### config.mk
export PLATFORM = sky130hd
export DESIGN_NAME = reg_file
export DESIGN_NICKNAME = d
export VERILOG_FILES = /design/src/rtl/reg_file.sv
export SDC_FILE = /design/constraint.sdc
export NUM_CORES = 1
export LEC_CHECK = 0
export BUFFER_PORTS_ARGS = -buffer_cell sky130_fd_sc_hd__buf_2
export CORE_AREA = 4 4 409 250
export CTS_CLUSTER_DIAMETER = 80
export DETAILED_ROUTE_END_ITERATION = 8
export DIE_AREA = 0 0 413 254
export PLACE_DENSITY = 0.67
export SYNTH_ARGS = -nofsm -noshare
export SYNTH_HDL_FRONTEND = slang
export SYNTH_SLANG_ARGS = --single-unit
### constraint.sdc
create_clock -name clk -period 3 [get_ports clk]
set_input_delay 0.6 -clock clk [delete_from_list [all_inputs] [get_ports clk]]
set_output_delay 0.6 -clock clk [all_outputs]
set_load 0.01 [all_outputs]
### src/rtl/reg_file.sv
// ---------------------------------------------------------------------------
// reg_file -- 32 x 32-bit general register file, two read ports, one write
// port, with a self-clearing sweep after reset.
//
// Ports:
//   clk          sole clock, all state updates on its rising edge
//   rst          synchronous active-high reset
//   read_en_1    read port 1 enable
//   read_addr_1  read port 1 register index
//   read_data_1  read port 1 data (combinational, same cycle)
//   read_en_2    read port 2 enable
//   read_addr_2  read port 2 register index
//   read_data_2  read port 2 data (combinational, same cycle)
//   write_en     write port enable
//   write_addr   write port register index (index 0 is discarded)
//   write_data   write port data
//   busy         high while the clear sweep runs; driven from state only
//
// Optional feature macro: REG_FILE_BYPASS_EN
//   defined   : a read of the register being written this cycle returns
//               write_data (write-before-read).
//   undefined : such a read returns the stored (pre-write) value.
//
// After reset the FSM sits in CLEAR and writes zero to one register per
// cycle (index 0..31), then moves to RUN. While in CLEAR the external write
// port is ignored and both read ports return zero.
// ---------------------------------------------------------------------------
module reg_file (
  input  logic        clk,
  input  logic        rst,
  input  logic        read_en_1,
  input  logic [4:0]  read_addr_1,
  output logic [31:0] read_data_1,
  input  logic        read_en_2,
  input  logic [4:0]  read_addr_2,
  output logic [31:0] read_data_2,
  input  logic        write_en,
  input  logic [4:0]  write_addr,
  input  logic [31:0] write_data,
  output logic        busy
);

  typedef enum logic {
    ST_CLEAR = 1'b0,
    ST_RUN   = 1'b1
  } state_t;

  state_t      state_reg, state_next;
  logic [4:0]  clr_ptr_reg, clr_ptr_next;

  logic [31:0] regs_mem [32];

  // Single physical write port shared by the sweep and the external port.
  logic        mem_we;
  logic [4:0]  mem_waddr;
  logic [31:0] mem_wdata;

  // State register. Reset pins the sweep at index 0 for as long as rst is
  // high; the first sweep write happens on the first edge with rst low.
  always_ff @(posedge clk) begin
    if (rst) begin
      state_reg   <= ST_CLEAR;
      clr_ptr_reg <= 5'd0;
    end else begin
      state_reg   <= state_next;
      clr_ptr_reg <= clr_ptr_next;
    end
  end

  always_comb begin
    state_next   = state_reg;
    clr_ptr_next = clr_ptr_reg;
    mem_we       = 1'b0;
    mem_waddr    = write_addr;
    mem_wdata    = write_data;
    case (state_reg)
      ST_CLEAR: begin
        mem_we       = 1'b1;
        mem_waddr    = clr_ptr_reg;
        mem_wdata    = 32'd0;
        clr_ptr_next = clr_ptr_reg + 5'd1;
        if (clr_ptr_reg == 5'd31) begin
          state_next = ST_RUN;
        end
      end
      ST_RUN: begin
        mem_we = write_en && (write_addr != 5'd0);
      end
      default: begin
        state_next = ST_CLEAR;
      end
    endcase
  end

  // Storage has no reset of its own; the sweep zeroes it. A write that
  // coincides with rst is dropped, whatever state we are in.
  always_ff @(posedge clk) begin
    if (mem_we && !rst) begin
      regs_mem[mem_waddr] <= mem_wdata;
    end
  end

  assign busy = (state_reg == ST_CLEAR);

  // Two identical read ports.
  genvar gi;
  generate
    for (gi = 0; gi < 2; gi++) begin : g_rd
      logic        en_c;
      logic [4:0]  addr_c;
      logic [31:0] data_c;

      assign en_c   = (gi == 0) ? read_en_1   : read_en_2;
      assign addr_c = (gi == 0) ? read_addr_1 : read_addr_2;

      always_comb begin
        data_c = 32'd0;
        // Index 0 never reads nonzero, bypass included, because the
        // address check gates everything below it.
        if ((state_reg == ST_RUN) && en_c && (addr_c != 5'd0)) begin
`ifdef REG_FILE_BYPASS_EN
          // Forward only a write that will actually land this edge.
          if (write_en && !rst && (write_addr == addr_c)) begin
            data_c = write_data;
          end else begin
            data_c = regs_mem[addr_c];
          end
`else
          data_c = regs_mem[addr_c];
`endif
        end
      end
    end
  endgenerate

  assign read_data_1 = g_rd[0].data_c;
  assign read_data_2 = g_rd[1].data_c;

endmodule
* After elaboration in Yosys (flattened, before gate mapping) *
Memory sizes are Yosys's and may differ from the RTL's.
Cells that the tools add are included.
Widths: inputs -> output; s select.

cells by class
  mux-type cells = 9
  add/subtract/negate cells = 1
  bitwise gates (word level) = 1
  eq/ne operators = 1
  reductions and logical operators = 10

operators with widths
  kind                 count
  $mux 32              3
  $reduce_bool 5->1    3
  $logic_and 1x1->1    6
  $add 5x1->5 const B  1
  $eq 5x5->1 const B   1
  $mux 5               1
  $mux 1               4
  $pmux 1 s2           1
  $logic_not 1->1      1
  $not 1->1            1

storage, ports and cells
  word-level logic and storage cells = 25
  memories kept = 1
  bits in writable memories = 1024
  input port bits = 52
  output and inout port bits = 65
  bits in registers = 6

memory list
  name      words  bits a word  rd ports  clocked after Yosys merged registers in  write ports  line  source
  regs_mem  32     32           2         0                                        1            51    logic [31:0] regs_mem [32];

* Logic depth before layout (Yosys ltp) *
Gate-level depths: netlist of run 1.

  depth in word-level cells = 6
  depth in mapped cells = 9

* Worst setup path before layout of run 1 *
Ideal clock, no wire load.

  path kind = flip-flop to flip-flop
  start = register state_reg
  end = memory regs_mem[22][0], enable pin
  required time = 2.579 ns
  stages on the path, launching flop included = 7
  period minus slack after synthesis = 3.117 ns
  data arrival time = 2.696 ns
  slack = -0.117 ns
  setup time = 0.421 ns
  buffers on the path = 2
  cell sequence = dfxtp_1 > buf_2 > buf_1 > nand3_1 > a21oi_1 > nand3_1 > nor2_1

between the ends
  cells in the longest elaborated chain, start to end = 5

ends and longest elaborated chain
  item                          line  source
  start: declaration            48    state_t state_reg, state_next;
  start signal: assignment      65    state_reg <= state_next;
  $not 1->1                     --
  $pmux 1 s2                    76    case (state_reg)
  $logic_and 1x1->1             98    if (mem_we && !rst) begin
  $mux 1                        98
  $mux 1 (not written as such)  99    regs_mem[mem_waddr] <= mem_wdata;
  end: declaration              51

Parallel ways exist; a longest one is shown, timed or not.

* Final worst setup path of run 1 *
  start = register state_reg
  end = output read_data_2[1]

between the ends
  cells in the longest elaborated chain, start to end = 3

ends and longest elaborated chain
  item                             line  source
  $logic_and 1x1->1 (2 in series)  120   if ((state_reg == ST_RUN) && en_c && (addr_c != 5'd0)) begin
  $mux 32                          120
  end: declaration                 36    output logic [31:0] read_data_2,

No other way between the ends.

==> impl_results.md, run 1 <==
* Final setup fails at 62
* Slew Limit Headroom at 25.3%
* Grt ovf at 0
* Global Route Usage Sum at 31.5%
* 1st-iter DRT viols at 5,212
* Reg2reg start: state_reg
* Cell area after synthesis at 0.0489 mm2
* Largest net degree at the start of global routing at 37
* Failing checks: negative setup slack
* RePlAce Congestion at 0.874
* Chip height at between 200 and 300 um
* Worst Clk Skew at 0.0147 ns
* Mux contribution to synthesized area at around a quarter
* Area delta synth->final at 21.7%
* Fillers at 7,017
* CP Capture Type: output port
* Drt pass-1 iters at 6
* Slew Viols, Final at 0
* Worst skew pair latency at roughly 0.69 ns
* Initial antenna violation count at 3
* Global-route wire length before repair at about 230,000 um
* Worst-margin pin slew at ~1.1 ns
* Die Span X at 413 um
* Count leader, synth: edfxtp_1
* CP max stage cell: dfxtp_4
* Hold Crit Start: rst
* WL per Instance at 36.0 um
* Startpoint Class: flip-flop
* FF+latch count, synth at 1,030
* IO Count at 117
* Root buffer cell: clkbuf_16
* F_max at 310 MHz
* Async S/R FF share, synth at 0%
* Power density over cell area at 509 mW/mm2
* Nets at 3,337
* Crit-path cells: nand2_4 > nor3_4 > buf_12 > buf_12 > o211ai_1 > a32oi_1 > buf_4 > buf_6
* Slowest Stage Delay on Critical Path at 0.47 ns
* Post-DP HPWL at 101,000 um
* CTS Sinks at 1,030
* Sequential-to-total area share from yosys stat at a little over three fifths
* Vias in the first global route at between 30,000 and 40,000
* Post-synth top area share at 62.9%
* Xor/xnor share of the synthesized area at 0.0537%
* Most frequent CP cell: buf_12
* HP Class: in2reg
* Largest area contributor in the netlist: edfxtp_1
* Final hold violations at 0
* CTS tree: built
* CP arrival at 2.63 ns
* Min Hold Slack at 0.177 ns
* Synth area leaders: edfxtp_1 63%, mux2i_1 11%, mux4_2 11%
* Clk buf depth at 3
* Status: finished with violations
* Vias at 32,754
* Die area at 0.105 mm2
* Syn Area/Cell at about 17 um2
* Max IR drop VDD at 0.000488 V
* Most frequent cells after synthesis: 1,024 x edfxtp_1, 531 x mux2i_1, 233 x mux4_2, 171 x a22oi_1, 136 x nand2_1
* Leak Pwr at 20.2 nW
* Worst-path clk slew at 0.07 ns
* Port Buf Inserts at 116
* Initial core utilization at 49.9%
* Routed vias/inst at 6.99
* Synth Net Count at between 2,000 and 3,000
* Critical path type: reg2out
* Worst path required time at 2.40 ns
* Max reg flops at 1,024
* Post-route ant nets at 0
* Synth Area in Compound Gates at about 6.9%
* Post-Synthesis Cells at 2,925
* Final period utilization at 108%
* CP Launch Point: state_reg
* Hold Buf Count CTS at 0
* Residual DRC at 0
* Drt total wl at 168,000 um
* Number of synthesized flops with an enable pin at 1,024
* Core box area at 0.0980 mm2
* Combinational family with the most area after synthesis: multiplexers
* Most used DFF post-synth: edfxtp_1
* Post-route setup slack at -0.227 ns
* Crit Path Max Fanout at 6
* Netlist cell types at 46
* Total of max-cap violations at 0
* Setup TNS at -5.23 ns
* Synth warn at 0
* RSZ-0062 raised after global routing: true
* TritonCTS Buffers at 94
* Fraction of the mapped netlist area in adder cells at 0.0512%
* Num rows at 89
* H-tree levels at 3
* Layout cells sized above 1 at 33.5%
* Final min period at 3.23 ns
* Synth Area in Simple Gates at 2.90%
-- path summary, 6_finish.rpt --
check,to,slack [ns],depth (start not counted)
min,state_reg,0.18,2
max reg2reg,regs_mem[13][27],0.30,7
max,read_data_2[1],-0.23,8
min reg2reg,clr_ptr_reg[4],0.59,2
-- worst max-delay path: cells and delay by family, from the launching register on --
kind	cells	cell delay (ns)
buffers and inverters	4	0.63
flip-flops	1	0.47
AO/OA/AOI/OAI	2	0.44
AND/OR/NAND/NOR	2	0.38
-- routing by layer --
layer | routed length [um] | GRT usage [%] | share of wire [%]
met1 | 65600 | 45.4 | 39
met2 | 71600 | 45.2 | 43
met3 | 24300 | 10.0 | 14
met4 | 6990 | 11.7 | 4.1
met5 | 13 | 0 | 0.0077
-- logic make-up (layout without fill, tap and decap cells) --
| family | Yosys count | after routing |
|---|---|---|
| buf+inv | 245 | 680 |
| xor+xnor | 3 | 3 |
| flops | 1030 | 1030 |
| mux | 860 | 860 |
| other cells | 0 | 2 |
| simple gates | 310 | 312 |
| fa+ha+maj | 2 | 2 |
| compound gates | 475 | 475 |
-- area by class of cell --
cell class	count	area [um2]	area share (%)
Sequential cell	1030	30900	51.9
Multi-Input combinational cell	1652	18200	30.5
Timing Repair Buffer	499	5850	9.83
Clock buffer	121	2520	4.23
Tap cell	1319	1650	2.77
Clock inverter	54	435	0.732
Inverter	6	25.0	0.0421
Antenna cell	2	5.00	0.00841
-- repair_timing --
item | CTS | global route
endpoints found under the setup margin | 64 | 64
gates resized for setup | 157 | 106
cloned | 14 | 6
pin swaps | 55 | 56
setup buffers | 26 | 20
-- layout by cell type, fill, tap and decap left out, types with 10 or more instances in the layout --
cell	n
a32oi_2	41
nor2_1	11
mux4_1	17
a22oi_1	170
edfxtp_1	1024
and2_1	33
buf_2	82
clkbuf_1	24
nor2_4	36
nand3_2	25
a31oi_1	34
a221oi_1	28
o21ai_1	11
a21oi_2	21
nand3_1	33
mux2_2	77
buf_6	42
clkbuf_16	103
a21oi_4	13
mux2i_1	531
mux4_2	234
buf_12	119
clkinv_2	18
nand2_1	131
a21oi_1	48
bufbuf_16	10
o21ai_0	22
o211ai_1	45
buf_4	219
a32oi_4	12
clkinv_1	25
buf_16	12
-- per-stage QoR --
| step | power (W) | area (um2) | worst slack, ns | util (%) | cells |
|---|---|---|---|---|---|
| 2_1_floorplan | 0.0174 | 48900 | -0.117 | - | 2925 |
| 3_3_place_gp | 0.0183 | 54100 | -0.201 | 55.2 | 4445 |
| 3_5_place_dp | 0.0184 | 54100 | -0.254 | 55.2 | 4445 |
| 4_1_cts | 0.0302 | 58600 | -0.171 | 59.8 | 4658 |
| 5_1_grt | 0.0311 | 59500 | -0.250 | 60.7 | 4682 |
| 6_report | 0.0303 | 59500 | -0.227 | 60.7 | 4683 |
-- report_power, final --
group	internal (W)	total, W	switching [W]
sequential	0.0157	0.0157	0.0000470
clock	0.00653	0.0119	0.00540
combinational	0.00117	0.00262	0.00145
(Power assumes the default switching activity.)
==> run 2, diff against run 1 <==
--- a/config.mk
+++ b/config.mk
@@ -5,7 +5,7 @@
 export SDC_FILE = /design/constraint.sdc
 export NUM_CORES = 1
 export LEC_CHECK = 0
-export BUFFER_PORTS_ARGS = -buffer_cell sky130_fd_sc_hd__buf_2
+export BUFFER_PORTS_ARGS = -buffer_cell sky130_fd_sc_hd__buf_4
 export CORE_AREA = 4 4 409 250
 export CTS_CLUSTER_DIAMETER = 80
 export DETAILED_ROUTE_END_ITERATION = 8
==> constraint.sdc (replaced) <==
create_clock -name clk -period 2.64 [get_ports clk]
set_input_delay 0.528 -clock clk [delete_from_list [all_inputs] [get_ports clk]]
set_output_delay 0.528 -clock clk [all_outputs]
set_load 0.01 [all_outputs]
==> run 2 against run 1 <==
- the run still ends with negative setup slack left
- highest routed layer is now met4
- register-to-register slack worse by 0.18 ns
- largest cell class unchanged
- hold slack worse by 0.12 ns
- largest power group unchanged
- core utilization up 1.2 points
- critical path depth up 1
- clock skew up 0.017 ns
==> impl_results.md, run 2 (synthesis gave the netlist of run 1 again) <==
* Clock group share of total power at 40.2% (+0.8 points)
* Worst Clk Skew at 0.0314 ns (+0.0167 ns)
* Slowest Stage Delay on Critical Path at 0.53 ns (+0.06 ns)
* CP Capture Type: output port
* Hold Crit Start: rst
* Area delta synth->final at 24.0%
* Vias in the first global route at 32,287 (+0.42%)
* Critical path type: in2out
* Total of max-cap violations at 0 (unchanged)
* Fillers at 6,859 (-2.3%)
* Most frequent cells in the layout: 1,024 x edfxtp_1, 531 x mux2i_1, 359 x buf_4, 243 x mux4_2, 170 x a22oi_1
* Post-route ant nets at 0 (unchanged)
* CTS tree: built
* Root buffer cell: clkbuf_16
* Worst path required time at 2.11 ns (-0.29 ns)
* Status: finished with violations
* 1st-iter DRT viols at 5,087 (-2.4%)
* RePlAce Congestion at 0.906 (+3.7%)
* Ant diodes at 0 (-2)
* CP arrival at 2.55 ns (-0.08 ns)
* Final setup fails at 64 (+3.2%)
* Seq pwr share at 51.1% (-0.8 points)
* Global-route wire length before repair at 234,000 um (-0.23%)
* Worst-path clk slew at 0.06 ns (about the same)
* Initial antenna violation count at 3 (unchanged)
* Final period utilization at 116%
* Switching part of the total at 23.2% (+0.40 points)
* Die area at 0.105 mm2 (unchanged)
* Core box area at 0.0980 mm2 (unchanged)
* CP max stage cell: a31oi_1
* Grt ovf at 0 (unchanged)
* Cell Count Post-Placement at 4,541 (+2.2%)
* Vias at 33,032 (+0.85%)
* Min Hold Slack at 0.0565 ns (-0.121 ns)
* CTS Sinks at 1,030 (unchanged)
* Port Buf Inserts at 116 (unchanged)
* Commonest non-fill, non-tap cell in the layout: edfxtp_1
* Slew Limit Headroom at 59.2% (+34 points)
* Setup TNS at -20.47 ns (-15.24 ns)
* H-tree levels at 3 (unchanged)
* Die Span X at 413 um (unchanged)
* Routed vias/inst at 6.94 (-0.85%)
* Max reg flops at 1,024 (unchanged)
* Post-DP HPWL at 103,000 um (+2.3%)
* Hold Buf Count CTS at 0 (unchanged)
* Combinational power share at 8.6% (about the same)
* F_max at around 330 MHz
* Startpoint Class: primary input
* HP Class: in2reg
* Power density over cell area at 577 mW/mm2 (+13%)
* TritonCTS Buffers at 94 (unchanged)
* CP Launch Point: read_addr_1[0]
* Design area at 0.0606 mm2 (+1.9%)
* Num rows at 89 (unchanged)
* Final hold violations at 0 (unchanged)
* Global Route Usage Sum at 31.3% (-0.20 points)
* Internal power at 0.0269 W (+15%)
* Drt pass-1 iters at 5 (-1)
* Drt total wl at 166,000 um (-1.4%)
* Crit Path Max Fanout at 23 (+17)
* Crit-path cells: buf_8 > buf_12 > nor2b_4 > buf_12 > a22oi_1 > a31oi_1 > a32oi_2 > buf_4 > buf_6
* Most frequent CP cell: buf_12
* RSZ-0062 raised after global routing: true
* Layout Cells excl Fill at 4,763 (+1.7%)
* Largest net degree at the start of global routing at 41 (+11%)
* Post-route setup slack at -0.435 ns (-0.207 ns)
* Initial core utilization at 49.9% (unchanged)
* Core Util, Final at 61.9% (+1.2 points)
* IO Count at 117 (unchanged)
* Layout cells sized above 1 at 36.4% (+2.9 points)
* Final min period at 3.07 ns
* Worst-margin pin slew at 0.609 ns (-0.512 ns)
* Leak Pwr at 20.6 nW (+2.2%)
* Chip height at 254 um (unchanged)
* Worst skew pair latency at 0.72 ns (+0.03 ns)
* Nets at 3,418 (+2.4%)
* Max IR drop VDD at 0.000505 V (+3.5%)
* Placed cell areas at 0.0552 mm2 (+2.0%)
* Failing checks: negative setup slack
* Residual DRC at 0 (unchanged)
* WL per Instance at 34.9 um (-3.0%)
* Slew Viols, Final at 0 (unchanged)
* Reg2reg start: state_reg
* Clk buf depth at 3 (unchanged)
* NetSw at 0.00811 W (+17%)
-- run 2: final cells by class --
cell class                      instances  area [um2]  area share [%]
Timing Repair Buffer                  582        6570            10.8
Inverter                                6        25.0          0.0413
Clock inverter                         63         667            1.10
Tap cell                             1319        1650            2.72
Sequential cell                      1030       30900            50.9
Clock buffer                          113        2440            4.03
Multi-Input combinational cell       1650       18400            30.4
-- run 2: path summary, 6_finish.rpt --
kind / cells past startpoint / endpoint / slack, ns
setup / recovery: 9 / read_data_1[28] / -0.43
hold / removal: 2 / state_reg / 0.06
setup reg to reg: 5 / regs_mem[22][0] / 0.12
hold reg to reg: 2 / clr_ptr_reg[4] / 0.58
-- run 2: power groups by stage --
stage          Sequential, W  Combinational (W)  Clock (W)
3_5_place_dp          0.0182            0.00278          0
3_3_place_gp          0.0182            0.00275          0
5_1_grt               0.0179            0.00312     0.0149
6_report              0.0179            0.00302     0.0141
2_1_floorplan         0.0182            0.00160          0
4_1_cts               0.0179            0.00292     0.0142
-- run 2: repair_timing --
| action | CTS | global route |
|---|---|---|
| resized for setup | 276 | 79 |
| setup buffers | 44 | 12 |
| cloned | 7 | 0 |
| endpoints found under the setup margin | 64 | 99 |
| pin swaps | 81 | 31 |
-- run 2: metal layers --
layer  GRT usage, %  part of all wire [%]
met2           44.7                    43
met1           46.0                    41
met5              0                     0
met4           10.5                   3.4
met3           9.53                    13
-- run 2: per-stage QoR --
stage | total power (W) | setup WS (ns)
final | 0.0350 | -0.435
after global routing | 0.0359 | -0.524
after CTS | 0.0350 | -0.465
after detailed placement | 0.0210 | -0.566
after global placement | 0.0210 | -0.578
after floorplan | 0.0198 | -0.477
-- run 2: worst max-delay path, delay by kind of cell --
| kind | cells | cell delay (ns) |
|---|---|---|
| compound gates | 3 | 0.74 |
| simple gates | 1 | 0.29 |
| buf+inv | 5 | 0.90 |
